## src/rtl/fifo_pkt_reader_if.sv

```systemverilog
// rtl/fifo_pkt_reader_if.sv - FIFO-side, downstream-side and status signals of the packet reader
interface fifo_pkt_reader_if #(
  parameter int pBITS     = 8,
  parameter int pCNT_BITS = 16
);
  logic                 ififo_empty;
  logic [pBITS-1:0]     ififo_data;
  logic                 ofifo_rd;
  logic                 itx_ready;
  logic                 otx_valid;
  logic [pBITS-1:0]     otx_data;
  logic                 otx_sop;
  logic                 otx_eop;
  logic                 obusy;
  logic [pCNT_BITS-1:0] opkt_cnt;
  logic [pCNT_BITS-1:0] oerr_cnt;

  modport master (
    input  ififo_empty, ififo_data, itx_ready,
    output ofifo_rd, otx_valid, otx_data, otx_sop, otx_eop, obusy, opkt_cnt, oerr_cnt
  );

  modport slave (
    output ififo_empty, ififo_data, itx_ready,
    input  ofifo_rd, otx_valid, otx_data, otx_sop, otx_eop, obusy, opkt_cnt, oerr_cnt
  );
endinterface

```

## src/rtl/fifo_pkt_reader.sv

```systemverilog
// rtl/fifo_pkt_reader.sv - pops length-prefixed packets from a show-ahead FIFO and streams the payload
module fifo_pkt_reader #(
  parameter int pBITS     = 8,
  parameter int pCNT_BITS = 16
) (
  input  logic          iclk,
  input  logic          ireset,
  fifo_pkt_reader_if.master bus
);
  typedef enum logic {S_IDLE, S_DATA} state_t;

  state_t               state_q, state_d;
  logic [7:0]           rem_q, rem_d;
  logic [7:0]           len_q, len_d;
  logic                 tx_valid_q, tx_valid_d;
  logic [pBITS-1:0]     tx_data_q, tx_data_d;
  logic                 tx_sop_q, tx_sop_d;
  logic                 tx_eop_q, tx_eop_d;
  logic [pCNT_BITS-1:0] pkt_cnt_q, pkt_cnt_d;
  logic [pCNT_BITS-1:0] err_cnt_q, err_cnt_d;

  logic slot_free;
  logic hdr_pop;
  logic pay_pop;

  always_comb begin
    state_d    = state_q;
    rem_d      = rem_q;
    len_d      = len_q;
    tx_valid_d = tx_valid_q;
    tx_data_d  = tx_data_q;
    tx_sop_d   = tx_sop_q;
    tx_eop_d   = tx_eop_q;
    pkt_cnt_d  = pkt_cnt_q;
    err_cnt_d  = err_cnt_q;

    slot_free = ~tx_valid_q | bus.itx_ready;
    // Header pop ignores the output slot so it overlaps a pending eop word
    hdr_pop   = (state_q == S_IDLE) & ~bus.ififo_empty;
    pay_pop   = (state_q == S_DATA) & ~bus.ififo_empty & slot_free;

    if (tx_valid_q && bus.itx_ready) begin
      tx_valid_d = 1'b0;
    end

    if (hdr_pop) begin
      len_d = bus.ififo_data[7:0];
      rem_d = bus.ififo_data[7:0];
      if (bus.ififo_data[7:0] == 8'd0) begin
        err_cnt_d = err_cnt_q + 1'b1;
      end else begin
        state_d = S_DATA;
      end
    end

    if (pay_pop) begin
      tx_valid_d = 1'b1;
      tx_data_d  = bus.ififo_data;
      tx_sop_d   = (rem_q == len_q);
      tx_eop_d   = (rem_q == 8'd1);
      rem_d      = rem_q - 8'd1;
      if (rem_q == 8'd1) begin
        state_d   = S_IDLE;
        pkt_cnt_d = pkt_cnt_q + 1'b1;
      end
    end
  end

  always_ff @(posedge iclk or posedge ireset) begin
    if (ireset) begin
      state_q    <= S_IDLE;
      rem_q      <= '0;
      len_q      <= '0;
      tx_valid_q <= 1'b0;
      tx_data_q  <= '0;
      tx_sop_q   <= 1'b0;
      tx_eop_q   <= 1'b0;
      pkt_cnt_q  <= '0;
      err_cnt_q  <= '0;
    end else begin
      state_q    <= state_d;
      rem_q      <= rem_d;
      len_q      <= len_d;
      tx_valid_q <= tx_valid_d;
      tx_data_q  <= tx_data_d;
      tx_sop_q   <= tx_sop_d;
      tx_eop_q   <= tx_eop_d;
      pkt_cnt_q  <= pkt_cnt_d;
      err_cnt_q  <= err_cnt_d;
    end
  end

  // Pop strobe is combinational, so gate it while reset is held
  assign bus.ofifo_rd  = ~ireset & (hdr_pop | pay_pop);
  assign bus.otx_valid = tx_valid_q;
  assign bus.otx_data  = tx_data_q;
  assign bus.otx_sop   = tx_sop_q;
  assign bus.otx_eop   = tx_eop_q;
  assign bus.obusy     = (state_q == S_DATA) | tx_valid_q;
  assign bus.opkt_cnt  = pkt_cnt_q;
  assign bus.oerr_cnt  = err_cnt_q;
endmodule

```

## src/flat_wrapper.sv

```systemverilog
// flat-port wrapper written by rule: the top's interface ports become plain ports
module fifo_pkt_reader_flat 
#(
  parameter int pBITS     = 8,
  parameter int pCNT_BITS = 16
)
  (iclk, ireset, bus_ififo_empty, bus_ififo_data, bus_itx_ready, bus_ofifo_rd, bus_otx_valid, bus_otx_data, bus_otx_sop, bus_otx_eop, bus_obusy, bus_opkt_cnt, bus_oerr_cnt);
  fifo_pkt_reader_if #(.pBITS(pBITS), .pCNT_BITS(pCNT_BITS)) bus_i ();
  input  logic iclk;
  input  logic ireset;
  input wire logic [$bits(bus_i.ififo_empty)-1:0] bus_ififo_empty;
  input wire logic [$bits(bus_i.ififo_data)-1:0] bus_ififo_data;
  input wire logic [$bits(bus_i.itx_ready)-1:0] bus_itx_ready;
  output wire logic [$bits(bus_i.ofifo_rd)-1:0] bus_ofifo_rd;
  output wire logic [$bits(bus_i.otx_valid)-1:0] bus_otx_valid;
  output wire logic [$bits(bus_i.otx_data)-1:0] bus_otx_data;
  output wire logic [$bits(bus_i.otx_sop)-1:0] bus_otx_sop;
  output wire logic [$bits(bus_i.otx_eop)-1:0] bus_otx_eop;
  output wire logic [$bits(bus_i.obusy)-1:0] bus_obusy;
  output wire logic [$bits(bus_i.opkt_cnt)-1:0] bus_opkt_cnt;
  output wire logic [$bits(bus_i.oerr_cnt)-1:0] bus_oerr_cnt;
  assign bus_i.ififo_empty = bus_ififo_empty;
  assign bus_i.ififo_data = bus_ififo_data;
  assign bus_i.itx_ready = bus_itx_ready;
  assign bus_ofifo_rd = bus_i.ofifo_rd;
  assign bus_otx_valid = bus_i.otx_valid;
  assign bus_otx_data = bus_i.otx_data;
  assign bus_otx_sop = bus_i.otx_sop;
  assign bus_otx_eop = bus_i.otx_eop;
  assign bus_obusy = bus_i.obusy;
  assign bus_opkt_cnt = bus_i.opkt_cnt;
  assign bus_oerr_cnt = bus_i.oerr_cnt;
  fifo_pkt_reader #(.pBITS(pBITS), .pCNT_BITS(pCNT_BITS)) u_core (.iclk(iclk), .ireset(ireset), .bus(bus_i));
endmodule
```

## config.mk

```make
export PLATFORM = sky130hd
export DESIGN_NAME = fifo_pkt_reader_flat
export DESIGN_NICKNAME = d
export VERILOG_FILES = /design/src/rtl/fifo_pkt_reader_if.sv /design/src/rtl/fifo_pkt_reader.sv /design/src/flat_wrapper.sv
export SDC_FILE = /design/constraint.sdc
export NUM_CORES = 1
export LEC_CHECK = 0
export ABC_AREA = 1
export BUFFER_PORTS_ARGS = -buffer_cell sky130_fd_sc_hd__buf_2
export CAP_MARGIN = 10
export CORE_MARGIN = 10
export CORE_UTILIZATION = 50
export DETAILED_ROUTE_END_ITERATION = 10
export GPL_ROUTABILITY_DRIVEN = 0
export PLACE_DENSITY = 0.68
export RECOVER_POWER = 50
export SLEW_MARGIN = 10
export SYNTH_ARGS = -nofsm -noshare
export SYNTH_HDL_FRONTEND = slang
export SYNTH_SLANG_ARGS = --single-unit
```

## constraint.sdc

```tcl
create_clock -name iclk -period 3.9 [get_ports iclk]
set_input_delay 0.39 -clock iclk [delete_from_list [all_inputs] [get_ports iclk]]
set_output_delay 0.39 -clock iclk [all_outputs]
set_load 0.02 [all_outputs]
```

* After elaboration in Yosys (flattened, before gate mapping)
Index checks and enable logic that the tools add are counted.
** Word-level totals
- Output and inout port bits :: 45
- Register bits after elaboration :: 60
- Input bits :: 12
** Operators by class
- Equality and inequality tests :: 2
- Bitwise operators :: 11
- Reduce and logical (&&, ||, !) cells :: 6
- Mux-type cells :: 8
- $add $sub $neg :: 3
** Operators by type and width (number)
- 16-bit by 1-bit adder with 16-bit output (second input constant) :: 2
- 8-bit two-way mux :: 2
- 8-bit by 1-bit == test with 1-bit output (second input constant) :: 1
- 8-bit == test :: 1
- 8-bit logical NOT :: 1
- 8-bit by 1-bit subtractor with 8-bit output (second input constant) :: 1
- 1-bit two-way mux :: 6
- 1-bit bitwise AND :: 4
- 1-bit NOT :: 4
- 2-bit AND reduction :: 2
- 2-bit nonzero test :: 2
- 1-bit bitwise OR :: 3
- 1-bit logical AND :: 1

* Logic depth before layout (Yosys ltp)
- Depth after elaboration :: 5
- Gate-level depth with buffers :: 9

* Worst setup path after synthesis
No wires, ideal clock.
- Path type :: register to output
- From :: register u_core.tx_valid_q, in the netlist u_core.bus.otx_valid
- To :: output bus_ofifo_rd
- Data required time :: 3510 ps
- Buffers on the path :: 0
- Slack :: 2305 ps
- Stages on the path, launching flop included :: 6
- Arrival :: 1205 ps
- Cells stage by stage :: dfrtp_1 > nand2_1 > nand3_2 > nand2_1 > inv_1 > nor2_1
** On the way
- Longest elaborated chain between the ends :: 5
** Ends and longest elaborated chain
- from (decl) :: line fifo_pkt_reader.sv:15 : logic tx_valid_q, tx_valid_d;
- from (signal assigned) :: line fifo_pkt_reader.sv:84 : tx_valid_q <= tx_valid_d;
- 1-bit NOT :: line fifo_pkt_reader.sv:37 : slot_free = ~tx_valid_q | bus.itx_ready;
- 1-bit bitwise OR :: line fifo_pkt_reader.sv:37
- 1-bit bitwise AND :: line fifo_pkt_reader.sv:40 : pay_pop = (state_q == S_DATA) & ~bus.ififo_empty & slot_free;
- 1-bit bitwise OR :: line fifo_pkt_reader.sv:94 : assign bus.ofifo_rd = ~ireset & (hdr_pop | pay_pop);
- 1-bit bitwise AND :: line fifo_pkt_reader.sv:94
- to (decl) :: line flat_wrapper.sv:14 : output wire logic [$bits(bus_i.ofifo_rd)-1:0] bus_ofifo_rd;
Every way passes these cells.

* Final worst setup path
- From :: register u_core.state_q
- To :: output bus_ofifo_rd
** On the way
- Longest elaborated chain between the ends :: 4
- Elaborated cells between the ends (all ways) :: 6
- Classes of those cells :: 6 x bitwise
** Ends and longest elaborated chain
- from (decl) :: line fifo_pkt_reader.sv:12 : state_t state_q, state_d;
- from (signal assigned) :: line fifo_pkt_reader.sv:81 : state_q <= state_d;
- 1-bit bitwise AND / 1-bit NOT (equally long branches) :: line fifo_pkt_reader.sv:40, fifo_pkt_reader.sv:39
- 1-bit bitwise AND (on tied branches) :: line fifo_pkt_reader.sv:40, fifo_pkt_reader.sv:39
- 1-bit bitwise OR * :: line fifo_pkt_reader.sv:94
- 1-bit bitwise AND * :: line fifo_pkt_reader.sv:94
Every way passes the cells marked *; elsewhere a longest branch is shown, timed or not.

==> results.toml <==
[global_route]
grt_max_degree = 37
first_global_vias = 2930
grt-ovfl-total = 0
grt_pass1_wl_mm = 13.5
grt.total_usage = 0.160
antenna_found_initial = 0

[power_and_ir_drop]
internal_power_w = 0.00119
p_leak_nw = 1.97
sw_frac_of_total = 0.384
seqPwrFrac = 0.453
p_switching_w = 0.000741
comb_power_share = 0.292
fin_total_pwr_w = 0.00193
peakVddDrop_mv = 0.281
clock_power_share = 0.254
power_density_nw_per_um2 = 507

[clock_tree]
post_cts_buffers = 0
htree_levels = 3
clock-root-buffer = "clkbuf_8"
cts_tree = "yes"
ctsHoldBuffers = 0
path_clk_slew_ps = 70
post_cts_resized = 0
insertion_delay_ps = 340
numCtsBuffers = 9
clock_path_buffers = 2
cts_sinks = 60

[sta]
rsz0062_at_grt = "false"
tightest_slew_ps = 933
setup_viol = 0
timing.hold.ws_ps = 225
max_freq_ghz = 0.349
slew_headroom = 0.375
maxSlewViolCount = 0
finalWorstSetupSlack_ps = 1040
setup_tns_ps = 0
post-route-period-util = 0.735
post-route-min-period_ps = 2860
final_hold_viol_count = 0
fin_skew_ps = 13.0

[detailed_routing]
totalWireLength_mm = 7.86
ant_nets = 0
via_per_inst = 5.04
drtIter0Drc = 129
via_count = 3046
routedWlPerCell_um = 13.0
drc = 0
first_pass_iters = 4

[job]
cap_viol_max_count = 0

[worst_setup_path]
worstPathMaxFanout = 15
criticalPathCategory = "reg2out"
cp_cell_sequence = "nor2_1, inv_1, nand2_1, inv_1, nor2_1, buf_2"
cp-end-kind = "primary output"
cpPeakStageDelay_ps = 730
cp_data_arrival_time_ps = 2470
crit_required_ps = 3510
crit_path_top_delay_cell = "nor2_1"
crit_path_start_kind = "flip-flop"

[logic_synthesis]
synth_seq_area_share = 0.451
ys_warn_count = 0
syn_inst = 461
synth-seq-cells = 60
syn-num-nets = 477
syn_area_per_cell_um2 = 7.22
syn-cell-area_um2 = 3330
synth_cell_types = 26

[floorplanning]
fp.dieArea_um2 = 10300
rows = 29
start_util = 0.518
die_x_um = 102
core_um2 = 6420
io_pins = 57
die_h_um = 102

[final_layout]
layout-drive-gt1-share = 0.125
layout.nets = 538
final_area_um2 = 3810
regArea_um2 = 1500
fillers = 603
mostFrequentLayoutCells = "192 x nand2_1, 60 x dfrtp_1, 50 x inv_1, 48 x nor2_1, 41 x buf_2"
multi_input_area_um2 = 1570
area_delta_synth_final_pct = 14.5
layout_commonest_cell = "nand2_1"
diodes = 0

[placed_design]
hpwlAfterDp_mm = 5.85
place_area_um2 = 3670
io_buffers = 56
pre_cts_slack_ps = 1890

[outcome]
status = "finished, final reports clean"

[hold_path]
hp-class = "in2async"
## sequential cells by signal, summed over array words and instances, names as in the netlist
| register | count |
|---|---|
| u_core.bus.otx_data | 8 |
| u_core.bus.otx_valid | 1 |
| u_core.bus.otx_eop | 1 |
| u_core.bus.otx_sop | 1 |
| u_core.rem_q | 8 |
| u_core.len_q | 8 |
| u_core.bus.opkt_cnt | 16 |
| u_core.state_q | 1 |
| u_core.bus.oerr_cnt | 16 |
## worst paths after layout
kind / depth (start not counted) / endpoint / slack (ps) / start
max: 6 / bus_ofifo_rd / 1040 / u_core.state_q
min: 2 / u_core.bus.otx_sop / 220 / ireset
max reg2reg: 4 / u_core.bus.oerr_cnt[3] / 1560 / u_core.state_q
min reg2reg: 2 / u_core.bus.otx_data[7] / 490 / u_core.bus.otx_data[7]
max in group asynchronous: 3 / u_core.bus.oerr_cnt[7] / 2660 / ireset
min in group iclk: 3 / u_core.len_q[7] / 310 / bus_ififo_data[7]
## cells in the mapped netlist
library cell | count | share of area
o21ai_1 | 2 | 0.0030
nand2_4 | 1 | 0.0034
nand3_1 | 18 | 0.027
nand3_2 | 1 | 0.0030
buf_4 | 1 | 0.0023
nor2_4 | 2 | 0.0068
nor2_2 | 3 | 0.0056
inv_2 | 1 | 0.0011
nand4_1 | 13 | 0.024
inv_1 | 49 | 0.055
inv_4 | 2 | 0.0038
xnor2_1 | 10 | 0.026
xor2_1 | 10 | 0.026
ha_1 | 4 | 0.015
nor3_4 | 1 | 0.0049
nand3b_1 | 3 | 0.0068
nor2_1 | 47 | 0.053
buf_2 | 2 | 0.0030
nand2_1 | 192 | 0.22
o21ai_0 | 30 | 0.045
clkbuf_1 | 3 | 0.0034
or2_2 | 1 | 0.0019
o211ai_1 | 2 | 0.0045
nor3_1 | 2 | 0.0030
buf_6 | 1 | 0.0034
dfrtp_1 | 60 | 0.45
## critical path, delay by kind of cell, from the launching register on
family | cells | cell delay [ps]
simple gates | 3 | 1090
buf+inv | 3 | 630
flops | 1 | 410
## metal layers
| layer | vias up | part of all wire | track usage |
|---|---|---|---|
| li1 | 1563 | - | - |
| met1 | 1399 | 0.51 | 0.214 |
| met2 | 70 | 0.42 | 0.244 |
| met3 | 14 | 0.056 | 0.0313 |
| met4 | 0 | 0.019 | 0.0759 |
| met5 | - | 0 | 0 |
## area by class of cell
type	count	share of cell area
clock buffers	11	0.0371
repair buffers	57	0.0706
multi-input cells	342	0.413
well taps	77	0.0253
inverters	52	0.0525
flip-flops and latches	60	0.394
clock inverters	5	0.00722
## cell families (layout without fill, tap and decap cells)
kind of cell / Yosys count / after routing / share of synthesized area
buffers and inverters: 59 / 125 / 0.0722
adder cells (fa/ha/maj): 4 / 4 / 0.0150
AO/OA/AOI/OAI: 34 / 34 / 0.0526
flip-flops: 60 / 60 / 0.451
XOR/XNOR: 20 / 20 / 0.0526
AND/OR/NAND/NOR: 284 / 284 / 0.356
## power groups by stage
stage	Sequential (W)	Clock, W	Combinational [W]
floorplan	0.000925	0	0.000362
global placement	0.000880	0	0.000567
detailed placement	0.000882	0	0.000577
CTS	0.000874	0.000503	0.000578
global route	0.000893	0.000522	0.000650
finish	0.000875	0.000491	0.000564
## through the flow
| stage | std cells | utilization |
|---|---|---|
| global placement | 588 | 0.572 |
| detailed placement | 588 | 0.572 |
| CTS | 604 | 0.598 |
| finish | 604 | 0.593 |
| global route | 604 | 0.593 |
| floorplan | 461 | - |
Note: power is estimated with default switching activity, not from simulation.
